### config.mk
export PLATFORM = sky130hd
export DESIGN_NAME = dmi_arbiter
export DESIGN_NICKNAME = d
export VERILOG_FILES = /design/src/rtl/dmi_arb_pkg.sv /design/src/rtl/dmi_rr_pick2.sv /design/src/rtl/dmi_arbiter.sv
export SDC_FILE = /design/constraint.sdc
export NUM_CORES = 1
export LEC_CHECK = 0
export CAP_MARGIN = 20
export CORE_ASPECT_RATIO = 0.8
export CORE_MARGIN = 5
export CORE_UTILIZATION = 40
export CTS_BUF_LIST = sky130_fd_sc_hd__clkbuf_4
export CTS_CLUSTER_DIAMETER = 60
export DETAILED_ROUTE_END_ITERATION = 6
export PLACE_DENSITY = 0.95
export RECOVER_POWER = 100
export SYNTH_ARGS = -nofsm -noshare
export SYNTH_HDL_FRONTEND = slang
export SYNTH_SLANG_ARGS = --single-unit
### constraint.sdc
create_clock -name clk -period 3.68 [get_ports clk]
set_input_delay 0.368 -clock clk [delete_from_list [all_inputs] [get_ports clk]]
set_output_delay 0.368 -clock clk [all_outputs]
set_load 0.03 [all_outputs]
### src/rtl/dmi_arb_pkg.sv
// Shared types for the two-requester DMI arbiter.
// State encoding, DMI op/response codes and the request header.
package dmi_arb_pkg;

  typedef enum logic [1:0] {
    ST_IDLE,
    ST_ISSUE,
    ST_WAIT,
    ST_RETURN
  } arb_state_e;

  typedef enum logic [1:0] {
    OP_NOP   = 2'd0,
    OP_READ  = 2'd1,
    OP_WRITE = 2'd2
  } dmi_op_e;

  localparam logic [1:0] RESP_OK   = 2'd0;
  localparam logic [1:0] RESP_FAIL = 2'd2;
  localparam logic [1:0] RESP_BUSY = 2'd3;

  // Width-independent part of a captured request
  typedef struct packed {
    logic       owner;
    logic [1:0] op;
  } arb_req_t;

endpackage

### src/rtl/dmi_rr_pick2.sv
// Two-way round-robin pick: lone requester wins,
// a tie goes to the requester named by ptr (0=a, 1=b).
module dmi_rr_pick2
  import dmi_arb_pkg::*;
(
  input  logic valid_a,
  input  logic valid_b,
  input  logic ptr,
  output logic grant,
  output logic any
);

  assign any   = valid_a | valid_b;
  assign grant = (valid_a & valid_b) ? ptr : valid_b;

endmodule

### src/rtl/dmi_arbiter.sv
// Arbitrates two DMI masters onto one debug module, one transaction
// in flight. Optional response timeout: define DMI_ARB_TIMEOUT_EN.
module dmi_arbiter
  import dmi_arb_pkg::*;
#(
  parameter int ADDR_W         = 5,
  parameter int DATA_W         = 34,
  parameter int TIMEOUT_CYCLES = 1024
) (
  input  logic              clk,
  input  logic              reset,
  input  logic              a_req_valid,
  output logic              a_req_ready,
  input  logic [ADDR_W-1:0] a_req_addr,
  input  logic [1:0]        a_req_op,
  input  logic [DATA_W-1:0] a_req_data,
  output logic              a_resp_valid,
  input  logic              a_resp_ready,
  output logic [1:0]        a_resp_resp,
  output logic [DATA_W-1:0] a_resp_data,
  input  logic              b_req_valid,
  output logic              b_req_ready,
  input  logic [ADDR_W-1:0] b_req_addr,
  input  logic [1:0]        b_req_op,
  input  logic [DATA_W-1:0] b_req_data,
  output logic              b_resp_valid,
  input  logic              b_resp_ready,
  output logic [1:0]        b_resp_resp,
  output logic [DATA_W-1:0] b_resp_data,
  output logic              dmi_req_valid,
  input  logic              dmi_req_ready,
  output logic [ADDR_W-1:0] dmi_req_addr,
  output logic [1:0]        dmi_req_op,
  output logic [DATA_W-1:0] dmi_req_data,
  input  logic              dmi_resp_valid,
  output logic              dmi_resp_ready,
  input  logic [1:0]        dmi_resp_resp,
  input  logic [DATA_W-1:0] dmi_resp_data
);

  arb_state_e        state;
  arb_req_t          req_q;
  logic [ADDR_W-1:0] addr_q;
  logic [DATA_W-1:0] data_q;
  logic [1:0]        resp_q;
  logic [DATA_W-1:0] rdata_q;
  logic              ptr;
  logic              grant;
  logic              any;
  logic              idle;
  logic              own_rdy;

  dmi_rr_pick2 u_pick (
    .valid_a (a_req_valid),
    .valid_b (b_req_valid),
    .ptr     (ptr),
    .grant   (grant),
    .any     (any)
  );

  assign idle    = (state == ST_IDLE);
  assign own_rdy = req_q.owner ? b_resp_ready : a_resp_ready;

  // Ready is only offered out of reset so nothing looks accepted
  assign a_req_ready = reset & idle & any & ~grant;
  assign b_req_ready = reset & idle & any & grant;

  assign dmi_req_valid = (state == ST_ISSUE);
  assign dmi_req_addr  = addr_q;
  assign dmi_req_op    = req_q.op;
  assign dmi_req_data  = data_q;

  assign a_resp_valid = (state == ST_RETURN) & ~req_q.owner;
  assign b_resp_valid = (state == ST_RETURN) & req_q.owner;
  assign a_resp_resp  = resp_q;
  assign b_resp_resp  = resp_q;
  assign a_resp_data  = rdata_q;
  assign b_resp_data  = rdata_q;

`ifdef DMI_ARB_TIMEOUT_EN
  localparam int CNT_W = $clog2(TIMEOUT_CYCLES + 1);

  logic [CNT_W-1:0] cnt_q;
  logic             drain_q;
  logic             timeout;

  assign timeout = (cnt_q == CNT_W'(TIMEOUT_CYCLES - 1));

  // A late response from a timed-out access is swallowed here
  assign dmi_resp_ready = (state == ST_WAIT) | (idle & drain_q);
`else
  logic unused_timeout;

  assign unused_timeout = ^TIMEOUT_CYCLES;
  assign dmi_resp_ready = (state == ST_WAIT);
`endif

  // Transaction FSM with captured request and response
  always_ff @(posedge clk or negedge reset) begin
    if (!reset) begin
      state   <= ST_IDLE;
      ptr     <= 1'b0;
      req_q   <= '0;
      addr_q  <= '0;
      data_q  <= '0;
      resp_q  <= '0;
      rdata_q <= '0;
`ifdef DMI_ARB_TIMEOUT_EN
      cnt_q   <= '0;
      drain_q <= 1'b0;
`endif
    end else begin
      unique case (state)
        ST_IDLE: begin
`ifdef DMI_ARB_TIMEOUT_EN
          if (drain_q && dmi_resp_valid) drain_q <= 1'b0;
`endif
          if (any) begin
            req_q.owner <= grant;
            req_q.op    <= grant ? b_req_op : a_req_op;
            addr_q      <= grant ? b_req_addr : a_req_addr;
            data_q      <= grant ? b_req_data : a_req_data;
            state       <= ST_ISSUE;
          end
        end
        ST_ISSUE: begin
          if (dmi_req_ready) begin
            state <= ST_WAIT;
`ifdef DMI_ARB_TIMEOUT_EN
            cnt_q <= '0;
`endif
          end
        end
        ST_WAIT: begin
`ifdef DMI_ARB_TIMEOUT_EN
          if (dmi_resp_valid && !drain_q) begin
            resp_q  <= dmi_resp_resp;
            rdata_q <= dmi_resp_data;
            state   <= ST_RETURN;
          end else if (timeout) begin
            resp_q  <= RESP_FAIL;
            rdata_q <= '0;
            drain_q <= 1'b1;
            state   <= ST_RETURN;
          end else begin
            cnt_q <= cnt_q + CNT_W'(1);
            if (dmi_resp_valid) drain_q <= 1'b0;
          end
`else
          if (dmi_resp_valid) begin
            resp_q  <= dmi_resp_resp;
            rdata_q <= dmi_resp_data;
            state   <= ST_RETURN;
          end
`endif
        end
        ST_RETURN: begin
          if (own_rdy) begin
            state <= ST_IDLE;
            ptr   <= ~req_q.owner;
          end
        end
        default: state <= ST_IDLE;
      endcase
    end
  end

endmodule

==> Word-level counts from Yosys, hierarchy flattened <==
Cells that the tools add are included.
{ "word_totals": {"regBits": 81, "out_inout_bits": 119, "word_cells": 40} }
{ "classes": {"n_eq_ne": 7, "muxes": 10, "bitwise_logic": 10, "reduce_logical": 5} }
{ "ops": {"columns": ["op", "n"], "rows": [
  ["2-to-1 mux 34 bit", 1],
  ["2-to-1 mux 2 bit", 5],
  ["one-hot mux 2 bit (4 select lines)", 1],
  ["bitwise AND 1 bit", 7],
  ["!= test 2 bit, second input constant", 3],
  ["AND reduction 2 bit", 3],
  ["2-to-1 mux 5 bit", 1],
  ["equality test 2 bit, second input constant", 2],
  ["AND reduction 4 bit", 1],
  ["equality test 2 x 1 -> 1 bit, second input constant", 1],
  ["zero test 2 bit", 1],
  ["2-to-1 mux 1 bit", 2],
  ["!= test 2 x 1 -> 1 bit, second input constant", 1],
  ["inverter 1 bit", 2],
  ["OR 1 bit", 1]
]} }

==> Logic depth before layout (Yosys ltp) <==
{ "logic_depth": {"word_depth": 4, "ltp_mapped": 7} }

==> Modules after synthesis <==
Synthesis repeated with hierarchy kept, for this count alone.
{ "unflattened": {"cells_unflattened": 326, "area_unflattened_um2": 3792.4} }
{ "modules_own_cells": {"columns": ["mod", "n_inst", "cells_per_inst", "area_each_um2", "seq_area_each_um2"], "rows": [
  ["dmi_arbiter", 1, 323, 3774.9, 2026.9],
  ["dmi_rr_pick2", 1, 3, 17.5, 0.0]
]} }

==> Worst setup path before layout <==
Ideal clock, no wire load.
{ "synth_timing": {"path_type": "flip-flop to flip-flop", "start": "register state[0]", "end": "register state[1]", "arrival_ps": 1700, "required_ps": 3555, "slack_ps": 1855, "stages_incl_launch_ff": 6, "path_buffers": 0, "period_less_slack_ps": 1825, "cell_sequence": "dfrtp_1 > inv_1 > ha_1 > and2b_2 > a2111oi_4 > mux2_4"} }
{ "synth_via": {"elab_chain_cells": 3} }
{ "synth_lines": {"columns": ["item", "line_no", "source"], "rows": [
  ["start: declaration", "dmi_arbiter.sv:41", "arb_state_e state;"],
  ["start signal: assignment", "dmi_arbiter.sv:101", "state <= ST_IDLE;"],
  ["start signal: assignment", "dmi_arbiter.sv:123", "state <= ST_ISSUE;"],
  ["start signal: assignment", "dmi_arbiter.sv:128", "state <= ST_WAIT;"],
  ["equality test 2 bit *", null, null],
  ["named net dmi_resp_ready", "dmi_arbiter.sv:36", "output logic dmi_resp_ready,"],
  ["!= test 2 bit (no source line)", null, null],
  ["AND reduction 4 bit (no source line)", null, null]
]} }
Mark *: on every way through the listed nets, which the timed path passes. The rest lies on a longest branch.
A chain may end at the register's enable or synchronous reset.

==> Worst setup path in the final report <==
{ "layout_timing": {"start": "input b_req_valid", "end": "output a_req_ready"} }
{ "layout_via": {"elab_chain_cells": 4} }
{ "layout_lines": {"columns": ["item", "line_no", "source"], "rows": [
  ["start: declaration", "dmi_arbiter.sv:21", "input logic b_req_valid,"],
  ["bitwise AND 1 bit", "dmi_rr_pick2.sv:14", "assign grant = (valid_a & valid_b) ? ptr : valid_b;"],
  ["2-to-1 mux 1 bit", "dmi_rr_pick2.sv:14", null],
  ["inverter 1 bit", "dmi_arbiter.sv:65", "assign a_req_ready = reset & idle & any & ~grant;"],
  ["bitwise AND 1 bit *", "dmi_arbiter.sv:65", null],
  ["end: declaration", "dmi_arbiter.sv:13", "output logic a_req_ready,"]
]} }
Every way passes the cells marked *; elsewhere a longest branch is shown, timed or not.

==> qor_table.md <==
| Quantity | Value | Unit |
|---|---|---|
| Outcome | finished with violations | - |
| Violated checks | max-capacitance violations, max-slew violations | - |
| Detailed Place HPWL | 10040 | um |
| Leakage power figure | 2.552 | nW |
| Num ports | 245 | - |
| DRC violation count after routing | 0 | - |
| Aggregate negative setup slack | 0 | ns |
| Placed cell areas | 6250 | um^2 |
| Effective utilization at floorplan | 41.17 | % |
| Final setup slack of the worst path | 0.7843 | ns |
| Mean instance size in the synthesized netlist | 10.60 | um^2 |
| Area leader, netlist | sky130_fd_sc_hd__dfrtp_1 | - |
| Count of input and output buffers | 244 | - |
| Register bit total from synthesis | 81 | - |
| Crit path DAT | 2.53 | ns |
| Leading cell type in the layout, fill and taps excluded | sky130_fd_sc_hd__clkdlybuf4s50_1 | - |
| Clock insertion delay at the later pin of the skew report | 0.43 | ns |
| Maximum number of pins on one net before global-route repair | 84 | - |
| DIE AREA | 12130 | um^2 |
| Placeable core region | 9729 | um^2 |
| Number of max-cap violations | 2 | - |
| Number of filler cells placed in the layout | 718 | - |
| Wire length of the first global-routing pass | 19860 | um |
| Via density per instance | 5.129 | - |
| Clock tree from TritonCTS | built | - |
| Total wirelength of the detailed-routed design | 12880 | um |
| Largest vdd supply drop | 0.3159 | mV |
| Worst R2R Path Depth | 5 | - |
| CP Data Required Time | 3.31 | ns |
| Number of setup buffers added after CTS | 0 | - |
| Synth-to-layout area growth | 59.42 | % |
| Number of antenna violations at the first check in global routing | 0 | - |
| # diodes | 0 | - |
| Worst Skew | 0.01935 | ns |
| Critical Path End Type | primary output | - |
| Fin nets | 702 | - |
| Hold buffers post-CTS | 1 | - |
| Setup-violating endpoint count in the final report | 0 | - |
| Number of pins exceeding their max-slew limit in the final report | 37 | - |
| CTS-repair resized insts | 0 | - |
| Most used cells in the layout excluding fill and tap cells | sky130_fd_sc_hd__clkdlybuf4s50_1, sky130_fd_sc_hd__dlygate4sd3_1, sky130_fd_sc_hd__dfrtp_1 | - |
| Top cells by area in the synthesized netlist | sky130_fd_sc_hd__dfrtp_1, sky130_fd_sc_hd__nand3b_1, sky130_fd_sc_hd__buf_4 | - |
| Part of the cycle the worst path needs | 78.69 | % |
| Die boundary width | 121.9 | um |
| Design area | 6385 | um^2 |
| Number of buffers inserted during clock tree synthesis | 9 | - |
| Average wire per standard cell | 18.07 | um |
| Worst setup path class | input pin to primary output | - |
| Yosys warning count | 0 | - |
| Fraction of the yosys area taken by sequential cells | 50.61 | % |
| Die height | 99.50 | um |
| Bufs on Longest Clock Path | 2 | - |
| First-pass detailed-route iteration total | 4 | - |
| Placement Setup Slack | 0.9541 | ns |
| Count of unique library cells instantiated by Yosys | 27 | - |
| Power Density | 909.6 | nW/um^2 |
| Detailed-route via count | 3657 | - |
| RSZ-0062 raised after global routing | no | - |
| Clk sinks | 81 | - |
| Clock root buffer | sky130_fd_sc_hd__clkbuf_4 | - |
| Routability cong. | 0.7749 | - |
| Clock-pin slew on the worst setup and hold paths | 0.14 | ns |
| Max_slew headroom | -27.61 | % |
| Ratio of cells with drive above 1 in the final layout | 8.666 | % |
| Count of final hold-check violations | 0 | - |
| CP Launch Type | input pin | - |
| Maximum net fanout on the critical path | 15 | - |
| Top cell type's share of synthesized area | 50.61 | % |
| All-Layer GR Usage | 20.81 | % |
| Site row count | 32 | - |
| Level count of the clock H-tree | 3 | - |
| Overflow after GRT | 0 | - |
| Shortest clock period the worst path allows after layout | 2.896 | ns |
| FMAX | 345.3 | MHz |
| Number of nets with antenna violations after routing | 0 | - |
| Gate Count Post-Synth | 378 | - |
| 1st-iter DRT viols | 208 | - |
| Number of nets produced by synthesis | 508 | - |
| Worst hold path type | input pin to async pin | - |
| Transition at the pin with the smallest max-transition slack | 1.914 | ns |
| Vias in the first global route | 3853 | - |
| Netlist area before placement | 4005 | um^2 |
==> worst max-delay path, stage by stage <==
cell and delay, ns:
sky130_fd_sc_hd__dlygate4sd3_1 0.93, sky130_fd_sc_hd__inv_1 0.14, sky130_fd_sc_hd__nor2_1 0.20, sky130_fd_sc_hd__and3b_1 0.20, sky130_fd_sc_hd__dlygate4sd3_1 0.69
==> metrics by stage <==
| step | std cells | power, mW | util [%] | hold slack [ns] |
|---|---|---|---|---|
| floorplan | 378 | 4.114 | - | 0.07241 |
| global placement | 696 | 5.423 | 64.24 | 0.3292 |
| detailed placement | 696 | 5.569 | 64.24 | 0.3374 |
| CTS | 713 | 6.147 | 65.91 | 0.3853 |
| global route | 713 | 6.145 | 65.63 | 0.4124 |
| finish | 713 | 5.808 | 65.63 | 0.4093 |
==> flip-flops by register name (all words and copies together), names as in the netlist <==
| name | flops |
|---|---|
| a_resp_data | 34 |
| a_resp_resp | 2 |
| dmi_req_addr | 5 |
| dmi_req_data | 34 |
| dmi_req_op | 2 |
| ptr | 1 |
| req_q | 1 |
| state | 2 |
==> final cells by class <==
class | instances | area (um^2) | area share (%)
Multi-Input combinational cell | 225 | 1536 | 24.06
Clock buffer | 9 | 67.56 | 1.058
Timing Repair Buffer | 251 | 2484 | 38.90
Tap cell | 136 | 170.2 | 2.665
Sequential cell | 81 | 2027 | 31.75
Inverter | 4 | 15.01 | 0.2352
Clock inverter | 7 | 85.08 | 1.333
==> cells in the mapped netlist, drive strengths merged <==
| master | count |
|---|---|
| o21a | 1 |
| inv | 4 |
| ha | 4 |
| and2b | 2 |
| clkbuf | 13 |
| and3b | 1 |
| nand2 | 3 |
| nor2 | 43 |
| a2111oi | 1 |
| o2bb2ai | 1 |
| a21oi | 1 |
| nor3b | 1 |
| and3 | 1 |
| mux2 | 37 |
| nor2b | 2 |
| a31oi | 41 |
| nand3b | 41 |
| buf | 55 |
| dfrtp | 81 |
| and2 | 1 |
| o21ai | 42 |
| mux2i | 2 |
==> per-layer routing <==
metal	track usage [%]	vias up	share of wire, %
li1	-	1689	-
met1	21.22	1762	35
met2	37.99	174	52
met3	8.186	32	9.9
met4	8.441	0	3.4
met5	0	-	0
==> kinds of logic (layout without fill, tap and decap cells) <==
| kind of cell | after synthesis | count (layout) | synth area share [%] |
|---|---|---|---|
| mux | 39 | 39 | 11.00 |
| buf+inv | 72 | 271 | 10.78 |
| fa+ha+maj | 4 | 4 | 1.250 |
| compound gates | 87 | 87 | 12.87 |
| simple gates | 95 | 95 | 13.50 |
| flops | 81 | 81 | 50.61 |
==> path summary, 6_finish.rpt <==
| kind | start | end | slack [ns] |
|---|---|---|---|
| setup / recovery | b_req_valid | a_req_ready | 0.78 |
| hold / removal | reset | dmi_req_data[23] | 0.41 |
| setup reg to reg | state[0] | a_resp_data[7] | 0.92 |
| hold reg to reg | a_resp_data[13] | a_resp_data[13] | 0.53 |
| max in group asynchronous | reset | a_resp_data[8] | 1.75 |
| min in group clk | a_req_data[28] | dmi_req_data[28] | 0.50 |
==> power breakdown <==
group	switching, mW	total [mW]	internal, mW
logic	2.18	3.59	1.42
clock network	0.353	0.574	0.221
registers	0.296	1.64	1.35
total	2.82	5.81	2.98
Power figures use the tool's default switching activity.
